**config.mk**
```make
export PLATFORM = sky130hd
export DESIGN_NAME = imem_loader
export DESIGN_NICKNAME = d
export VERILOG_FILES = /design/src/rtl/imem_loader_pkg.sv /design/src/rtl/imem_loader_byte_packer.sv /design/src/rtl/imem_loader.sv
export SDC_FILE = /design/constraint.sdc
export NUM_CORES = 1
export LEC_CHECK = 0
export ABC_AREA = 1
export BUFFER_PORTS_ARGS = -buffer_cell sky130_fd_sc_hd__buf_2
export CORE_ASPECT_RATIO = 1.2
export CORE_MARGIN = 2
export CORE_UTILIZATION = 35
export DETAILED_ROUTE_END_ITERATION = 6
export MAX_ROUTING_LAYER = met4
export PLACE_DENSITY_LB_ADDON = 0.1
export SLEW_MARGIN = 20
export SYNTH_ARGS = -nofsm -noshare
export SYNTH_HDL_FRONTEND = slang
export SYNTH_SLANG_ARGS = --single-unit
```
**constraint.sdc**
```tcl
create_clock -name clk -period 3.1 [get_ports clk]
set_input_delay 0.155 -clock clk [delete_from_list [all_inputs] [get_ports clk]]
set_output_delay 0.155 -clock clk [all_outputs]
set_load 0.01 [all_outputs]
```
**src/rtl/imem_loader_pkg.sv**
```systemverilog
// Shared definitions for the instruction-memory loader.
//   - WORD_W / BYTE_W / LEN_W : word, byte and length-field widths
//   - state_t                 : loader FSM state encoding
//   - accepts_byte()          : states in which the loader offers in_ready
// Optional feature macro: IMEM_LOADER_CHECKSUM_EN adds the S_CHK state.
package imem_pkg;

  localparam int WORD_W = 32;
  localparam int BYTE_W = 8;
  localparam int LEN_W  = 16;

`ifdef IMEM_LOADER_CHECKSUM_EN
  typedef enum logic [2:0] {
    S_IDLE   = 3'd0,
    S_LEN_LO = 3'd1,
    S_LEN_HI = 3'd2,
    S_DATA   = 3'd3,
    S_WRITE  = 3'd4,
    S_CHK    = 3'd5,
    S_DONE   = 3'd6
  } state_t;
`else
  typedef enum logic [2:0] {
    S_IDLE   = 3'd0,
    S_LEN_LO = 3'd1,
    S_LEN_HI = 3'd2,
    S_DATA   = 3'd3,
    S_WRITE  = 3'd4,
    S_DONE   = 3'd6
  } state_t;
`endif

  // States that take a byte from the stream.
  function automatic logic accepts_byte(input state_t s);
    logic r;
    r = (s == S_LEN_LO) || (s == S_LEN_HI) || (s == S_DATA);
`ifdef IMEM_LOADER_CHECKSUM_EN
    r = r || (s == S_CHK);
`endif
    return r;
  endfunction

endpackage

```
**src/rtl/imem_loader_byte_packer.sv**
```systemverilog
// imem_byte_packer: assembles little-endian bytes into a 32-bit word.
// Ports:
//   clk, rst  : clock, asynchronous active-high reset
//   clear     : returns the byte index to lane 0
//   load      : byte_in is consumed this cycle
//   byte_in   : incoming byte
//   word      : assembled word including the byte being loaded this cycle,
//               so the caller can capture a complete word on the 4th load
//   last      : the next load fills the top lane (completes the word)
module imem_byte_packer
  import imem_pkg::*;
(
  input  logic              clk,
  input  logic              rst,
  input  logic              clear,
  input  logic              load,
  input  logic [BYTE_W-1:0] byte_in,
  output logic [WORD_W-1:0] word,
  output logic              last
);

  logic [WORD_W-1:0] lanes;
  logic [1:0]        idx;

  always_comb begin
    word = lanes;
    if (load) word[{idx, 3'b000} +: BYTE_W] = byte_in;
  end

  assign last = (idx == 2'd3);

  always_ff @(posedge clk or posedge rst) begin
    if (rst) begin
      lanes <= '0;
      idx   <= '0;
    end else if (clear) begin
      idx   <= '0;
    end else if (load) begin
      lanes <= word;
      idx   <= idx + 2'd1;
    end
  end

endmodule

```
**src/rtl/imem_loader.sv**
```systemverilog
// imem_loader: fills instruction memory from a length-prefixed byte stream.
// Stream: count[7:0], count[15:8], then 4*count data bytes (LSB first per word),
// then one XOR checksum byte when IMEM_LOADER_CHECKSUM_EN is defined.
// Ports:
//   clk, rst   : clock, asynchronous active-high reset
//   start      : pulse, arms the loader from IDLE or DONE
//   in_valid / in_byte / in_ready : byte stream; transfer when valid && ready
//   mem_we / mem_addr / mem_wdata : single-cycle word write into imem
//   busy, done, err : status; done and err hold until next start or reset
//   fsm_state  : current FSM state (debug visibility)
// Handshake: a byte moves on a rising edge where in_valid && in_ready; the
// source holds in_byte stable while in_valid is high and in_ready is low.
module imem_loader
  import imem_pkg::*;
#(
  parameter int unsigned ADDR_W    = 32,
  parameter int unsigned BASE_ADDR = 0,
  parameter int unsigned MAX_WORDS = 1024
) (
  input  logic              clk,
  input  logic              rst,
  input  logic              start,
  input  logic              in_valid,
  input  logic [BYTE_W-1:0] in_byte,
  output logic              in_ready,
  output logic              mem_we,
  output logic [ADDR_W-1:0] mem_addr,
  output logic [WORD_W-1:0] mem_wdata,
  output logic              busy,
  output logic              done,
  output logic              err,
  output state_t            fsm_state
);

  localparam logic [ADDR_W-1:0] BASE = ADDR_W'(BASE_ADDR);
`ifdef IMEM_LOADER_CHECKSUM_EN
  localparam state_t S_AFTER = S_CHK;
`else
  localparam state_t S_AFTER = S_DONE;
`endif

  state_t            state, state_n;
  logic [LEN_W-1:0]  count, word_idx, cnt_new;
  logic              xfer, over_max, zero_cnt;
  logic              pk_clear, pk_load, pk_last;
  logic [WORD_W-1:0] pk_word;
`ifdef IMEM_LOADER_CHECKSUM_EN
  logic [BYTE_W-1:0] chk;
`endif

  assign fsm_state = state;
  assign xfer      = in_valid && in_ready;
  // Full count as it will be once the high length byte is accepted.
  assign cnt_new   = {in_byte, count[7:0]};
  assign over_max  = 32'(cnt_new) > MAX_WORDS;
  assign zero_cnt  = (cnt_new == '0);
  // The packer only runs while words are being streamed.
  assign pk_clear  = (state != S_DATA) && (state != S_WRITE);
  assign pk_load   = (state == S_DATA) && xfer;

  imem_byte_packer u_packer (
    .clk     (clk),
    .rst     (rst),
    .clear   (pk_clear),
    .load    (pk_load),
    .byte_in (in_byte),
    .word    (pk_word),
    .last    (pk_last)
  );

  always_comb begin
    state_n = state;
    case (state)
      S_IDLE, S_DONE: if (start) state_n = S_LEN_LO;
      S_LEN_LO:       if (xfer) state_n = S_LEN_HI;
      S_LEN_HI: begin
        if (xfer) begin
          if (zero_cnt)      state_n = S_AFTER;
          else if (over_max) state_n = S_DONE;
          else               state_n = S_DATA;
        end
      end
      S_DATA:  if (xfer && pk_last) state_n = S_WRITE;
      S_WRITE: state_n = (word_idx + 16'd1 == count) ? S_AFTER : S_DATA;
`ifdef IMEM_LOADER_CHECKSUM_EN
      S_CHK:   if (xfer) state_n = S_DONE;
`endif
      default: state_n = S_IDLE;
    endcase
  end

  // Status outputs are registered from the next state so they line up with
  // the state register itself.
  always_ff @(posedge clk or posedge rst) begin
    if (rst) begin
      state     <= S_IDLE;
      in_ready  <= 1'b0;
      busy      <= 1'b0;
      done      <= 1'b0;
      err       <= 1'b0;
      mem_we    <= 1'b0;
      mem_addr  <= '0;
      mem_wdata <= '0;
      count     <= '0;
      word_idx  <= '0;
`ifdef IMEM_LOADER_CHECKSUM_EN
      chk       <= '0;
`endif
    end else begin
      state    <= state_n;
      in_ready <= accepts_byte(state_n);
      busy     <= (state_n != S_IDLE) && (state_n != S_DONE);
      done     <= (state_n == S_DONE);
      mem_we   <= (state_n == S_WRITE);
      case (state)
        S_IDLE, S_DONE: begin
          if (start) begin
            err <= 1'b0;
`ifdef IMEM_LOADER_CHECKSUM_EN
            chk <= '0;
`endif
          end
        end
        S_LEN_LO: if (xfer) count[7:0] <= in_byte;
        S_LEN_HI: begin
          if (xfer) begin
            count[15:8] <= in_byte;
            word_idx    <= '0;
            if (over_max) err <= 1'b1;
          end
        end
        S_DATA: begin
          if (xfer) begin
`ifdef IMEM_LOADER_CHECKSUM_EN
            chk <= chk ^ in_byte;
`endif
            // Capture address and word on the 4th byte so they are valid in
            // the WRITE cycle alongside mem_we.
            if (pk_last) begin
              mem_addr  <= BASE + ADDR_W'(word_idx);
              mem_wdata <= pk_word;
            end
          end
        end
        S_WRITE: word_idx <= word_idx + 16'd1;
`ifdef IMEM_LOADER_CHECKSUM_EN
        S_CHK: if (xfer) err <= (in_byte != chk);
`endif
        default: ;
      endcase
    end
  end

endmodule

```
# --- Word-level counts from Yosys, hierarchy flattened ---
# Cells that the tools add are included.
totals:
  output_inout_bits: 72
  mem_bits_ro: 0
  in_bits: 12
  ram_bits: 0
  word_cells: 76
  ff_bits: 122
  n_memories: 0
  latch_bits: 0
op_classes:
  n_reduce_logical: 20
  n_eq_ne: 18
  mul: 0
  shifts: 2
  n_mux: 18
  n_addsub: 3
  bitwise_logic: 1
  div: 0
  n_lt_le_gt_ge: 1
op_table:
  columns: ["cell", "count"]
  rows:
  - ["$bwmux 32", 1]
  - ["$mux 32", 1]
  - ["$pmux 16 s2", 1]
  - ["$shift 8x7->32 const A", 1]
  - ["$shiftx 8x7->32", 1]
  - ["$mux 3", 7]
  - ["$add 16x1->16 const B", 1]
  - ["$eq 16x16->1", 1]
  - ["$gt 16x11->1 const B", 1]
  - ["$logic_not 16->1", 1]
  - ["$mux 16", 1]
  - ["$pmux 3 s5", 1]
  - ["$eq 3x2->1 const B", 4]
  - ["$eq 3x3->1 const B", 4]
  - ["$reduce_and 2->1", 4]
  - ["$neg 5->7", 1]
  - ["$eq 3x1->1 const B", 2]
  - ["$ne 2x2->1 const B", 3]
  - ["$ne 3x3->1 const B", 2]
  - ["$reduce_bool 2->1", 3]
  - ["$logic_and 1x1->1", 5]
  - ["$mux 2", 2]
  - ["$reduce_and 4->1", 1]
  - ["$logic_not 3->1", 1]
  - ["other kinds (10)", 13]

# --- Depth between registers and ports, before layout ---
logic_depth:
  depth_word: 8
  ltp_mapped: 16
  mapped_depth_nobuf: 16

# --- Modules after synthesis ---
# Synthesis repeated with hierarchy kept, for this count alone.
hier_totals:
  hier_cells: 885
  hier_area_um2: 6452.4
by_module_without_submodules:
  columns: ["mod", "instances", "seq_area_each_um2", "cells_each", "area_each_um2"]
  rows:
  - ["imem_loader", 1, 2202.1, 573, 4350.4]
  - ["imem_byte_packer", 1, 850.8, 312, 2102.0]

# --- Worst setup path after synthesis ---
# No wires, ideal clock.
synth_timing:
  path_kind: "flip-flop to flip-flop"
  start: "register u_packer.idx[0]"
  end: "register mem_wdata[7]"
  period_less_slack_ns: 2.259
  slack_ns: 0.841
  required_ns: 3.035
  path_stages_with_launch: 10
  path_buffers: 2
  setup_ns: 0.065
  t_arrival_ns: 2.194
  cell_sequence: "dfrtp_1 clkbuf_1 inv_1 ha_1 clkbuf_1 nor3_1 nand2_1 o21ai_0 nand2_1 nand2_1"
synth_via:
  elab_chain_cells: 4
  word_cells_on_any_way: 7
  classes_between: "add/sub (1); eq/ne (1); shift (2); mux (2); reduce/logical (1)"
synth_lines:
  columns: ["item", "line_no", "rtl"]
  rows:
  - ["start, declared", "imem_loader_byte_packer.sv:23", "logic [1:0] idx;"]
  - ["start signal, assigned", "imem_loader_byte_packer.sv:40", "idx <= idx + 2'd1;"]
  - ["$neg 5->7", "imem_loader_byte_packer.sv:27", "if (load) word[{idx, 3'b000} +: BYTE_W] = byte_in;"]
  - ["$shiftx 8x7->32 / $shift 8x7->32 (equally long branches)", "imem_loader_byte_packer.sv:27", null]
  - ["$bwmux 32", "imem_loader_byte_packer.sv:27", null]
  - ["$mux 32", "imem_loader_byte_packer.sv:27", null]
  - ["end signal, assigned", "imem_loader.sv:141", "mem_wdata <= pk_word;"]
  - ["end, declared", "imem_loader.sv:28", "output logic [WORD_W-1:0] mem_wdata,"]
# Parallel ways exist; a longest one is shown, timed or not.
# A chain may end at the register's enable or synchronous reset.

# --- Final worst setup path ---
layout_timing:
  start: "register u_packer.idx[0]"
  end: "register mem_wdata[23]"
# Same word-level chain as after synthesis.

==> reports/qor.tcl <==
set qor(run_status) {completed}
set qor(netSwitchingPower_mw) 1.99
set qor(fp-row-count) 50
set qor(worstSetupPathType) {register to register}
set qor(synth_area_um2) 5620
set qor(gp_congestion) 0.847
set qor(hold_viol) 0
set qor(groute.layer.met2.usage_pct) 33.1
set qor(groute.layer.met3.usage_pct) 4.15
set qor(fp.dieH_um) 143
set qor(drt-total-wl_um) 15000
set qor(root_buffer_selected_by_cts) {clkbuf_16}
set qor(yosysSeqAreaShare_pct) 50.8
set qor(p_comb_share_pct) 26.9
set qor(detailedRoute.firstPassIterationCount) 4
set qor(placedInstanceArea_um2) 6130
set qor(clk_path_buf_depth) 2
set qor(synth_top_cells_by_area) {dfrtp_1, nand2_1, o21ai_0}
set qor(synthTopCellsByCount) {nand2_1, dfrtp_1, o21ai_0, inv_1, nand3_1}
set qor(hold_start) {in_byte[7]}
set qor(setup_total_negative_slack_ns) 0
set qor(worst_setup_hold_path_clk_slew_ns) 0.06
set qor(regToRegStartpoint) {u_packer.idx[0]$_DFFE_PP0P_}
set qor(layout-drive-gt1-share_pct) 16.3
set qor(avgSynthCellArea_um2) 7.92
set qor(number_of_sinks_handled_by_clock_tree_synthesis) 114
set qor(leakage_nw) 3.49
set qor(ys_async_sr_fraction_pct) 100
set qor(min-delay-path-class) {primary input to register}
set qor(post-synth-top-count-cell) {nand2_1}
set qor(detailed_place_hpwl_um) 10800
set qor(initial_utilization_pct) 35.9
set qor(viasPerCell) 4.82
set qor(grt_util_met1_pct) 22.7
set qor(postSynthCellCount) 709
set qor(cp_slowest_stage_delay_ns) 0.62
set qor(power.share.sequential_pct) 37.9
set qor(dieArea_um2) 17100
set qor(gr-max-usage-layer) {met2}
set qor(area_growth_syn_to_layout_pct) 19.8
set qor(setup_repair_after_global_routing_missed_its_margin) {no}
set qor(grt_pass1_wl_um) 25300
set qor(antenna_nets_post_route) 0
set qor(grt_total_ovfl) 0
set qor(dpl_worst_slack_ns) 0.762
set qor(port-buffer-count) 67
set qor(ys_dominant_reg_cell) {dfrtp_1}
set qor(p_sw_share_pct) 36.5
set qor(diodes) 0
set qor(max_slew_margin_pct) 35.7
set qor(ioPinCount) 84
set qor(worst-slew-pin-transition_ns) 0.964
set qor(slowest_stage) {dfrtp_1}
set qor(crit_path_start) {u_packer.idx[0]$_DFFE_PP0P_}
set qor(ctsHtreeMaxLevel) 4
set qor(detail_route.wl_per_cell_um) 15.0
set qor(fin_crit_ns) 2.36
set qor(final-setup-viol-count) 0
set qor(grt_pass1_vias) 4987
set qor(design.core.area_um2) 15600
set qor(max-vdd-ir-drop_mv) 0.447
set qor(post-route-period-util_pct) 76.2
set qor(arrival_ns) 2.69
set qor(routed-via-count) 4817
set qor(power_frac_clock_pct) 35.2
set qor(final.setup.worst_slack_ns) 0.738
set qor(synth_edf_count) 0
set qor(timing.critical_path.required_ns) 3.43
set qor(slew_viol_final) 0
set qor(start_kind) {register}
set qor(final_core_utilization_pct) 43.0
set qor(timing.fmax_mhz) 423
set qor(finish.net_count) 796
set qor(yosys.area.top_type_share_pct) 50.8
set qor(antenna_found_initial) 0
set qor(timing.clock.skew_ns) 0.00658
set qor(worst-path-max-fanout) 14
set qor(internal_power_mw) 3.46
set qor(yosysWarnings) 0
set qor(drcViolationCount) 0
set qor(cp_cell_sequence) {inv_1 > ha_1 > inv_1 > nor2_1 > nand2_1 > nand2_1 > o21ai_0 > o21ai_0}
set qor(synth_seq_cells) 114
set qor(max-cap-violations) 0
set qor(critical_path_end_type) {register}
set qor(overall_global_routing_usage_pct) 19.7
set qor(quantity_of_gates_resized_following_cts) 0
set qor(clkLatencyLatePin_ns) 0.42
set qor(die_x_um) 120
set qor(netlist-cell-type-count) 34
set qor(cts-buffers-inserted) 17
set qor(cts_tree) {yes}
set qor(pin_count_of_the_biggest_net_entering_global_routing) 59
set qor(design_area_um2) 6730
set qor(yosys.area.top_type) {dfrtp_1}
set qor(power_per_cell_area_nw_per_um2) 811
set qor(drt_first_iter_violations) 298
==> per-stage QoR <==
| stage | hold WS (ns) | std cells | power (mW) |
|---|---|---|---|
| after CTS | 0.0623 | 999 | 5.52 |
| after floorplan | 0.276 | 724 | 3.10 |
| final | 0.0841 | 999 | 5.46 |
| after global placement | 0.291 | 966 | 3.53 |
| after global routing | 0.0916 | 999 | 5.85 |
| after detailed placement | 0.299 | 966 | 3.56 |
==> cell type report <==
| class | count | area [um2] |
|---|---|---|
| inverter | 67 | 255 |
| timing repair buffer | 75 | 423 |
| clock inverter | 15 | 161 |
| multi-input combinational | 503 | 2350 |
| fill | 1623 | 8910 |
| clock buffer | 17 | 425 |
| tap | 208 | 260 |
| sequential | 114 | 2850 |
==> power by group through the flow <==
stage               clock network [mW]  logic [mW]  registers [mW]
finish                            1.92        1.47            2.07
global placement                     0        1.45            2.08
floorplan                            0        1.10            2.00
detailed placement                   0        1.47            2.09
CTS                               1.97        1.48            2.07
global route                      2.04        1.70            2.11
==> cells by family after synthesis <==
kind of cell / Yosys count / synth area share (%)
flops: 114 / 50.8
simple gates: 376 / 28.8
compound gates: 102 / 9.93
other cells: 1 / 0.0668
xor+xnor: 3 / 0.735
buf+inv: 107 / 8.40
fa+ha+maj: 6 / 1.34
==> worst paths after layout <==
| kind | endpoint | slack, ns | cells after the start |
|---|---|---|---|
| worst max-delay path | mem_wdata[23]$_DFFE_PP0P_ | 0.74 | 8 |
| worst min-delay path | count[7]$_DFFE_PP0P_ | 0.08 | 3 |
| worst max register to register | mem_wdata[23]$_DFFE_PP0P_ | 0.74 | 8 |
| worst min register to register | mem_wdata[25]$_DFFE_PP0P_ | 0.47 | 2 |
| max in group asynchronous | mem_wdata[19]$_DFFE_PP0P_ | 2.07 | 4 |
| min in group asynchronous | mem_addr[1]$_DFFE_PP0P_ | 0.38 | 3 |
==> cells in the final DEF (no fill, tap or decap), types with 2 or more instances in the layout <==
master and n:
nand2_1 232, dfrtp_1 114, o21ai_0 71, buf_2 67, inv_1 59, nand3_1 58, nor2_1 46, nand4_1 18
clkbuf_16 17, conb_1 16, a31oi_1 7, o22ai_1 7, o31ai_1 7, nor2_2 6, ha_1 6, clkinvlp_4 5
inv_2 5, clkinv_4 5, buf_4 5, o21ai_1 4, nor4_1 4, a21oi_1 3, nor3_1 3, nor2_4 3
nand2_2 3, clkinv_1 2, bufinv_16 2, clkinv_2 2, inv_6 2, buf_12 2
==> per-layer routing <==
metal  wire, um  vias to the layer above
met2       7520                      110
li1           -                     2422
met4        318                        0
met1       6490                     2264
met5          0                        -
met3        661                       21
==> worst max-delay path, delay by kind of cell, from the launching register on <==
kind,cells,cell delay (ns)
AOI/OAI and AO/OA,2,0.25
adders and majority gates,1,0.52
buffers and inverters,2,0.28
DFF,1,0.62
and+or+nand+nor,3,0.60
==> sequential cells by signal, indices dropped and copies added, names as in the netlist <==
| name | flops |
|---|---|
| word_idx | 16 |
| err | 1 |
| fsm_state | 3 |
| done | 1 |
| mem_we | 1 |
| u_packer.lanes | 24 |
| count | 16 |
| busy | 1 |
| u_packer.idx | 2 |
| in_ready | 1 |
| mem_addr | 16 |
| mem_wdata | 32 |
==> what timing repair did <==
item	4_1_cts	5_1_grt
buffers inserted	0	0
hold endpoints to repair	25	0
hold buffers	1	0
Power figures use the tool's default switching activity.
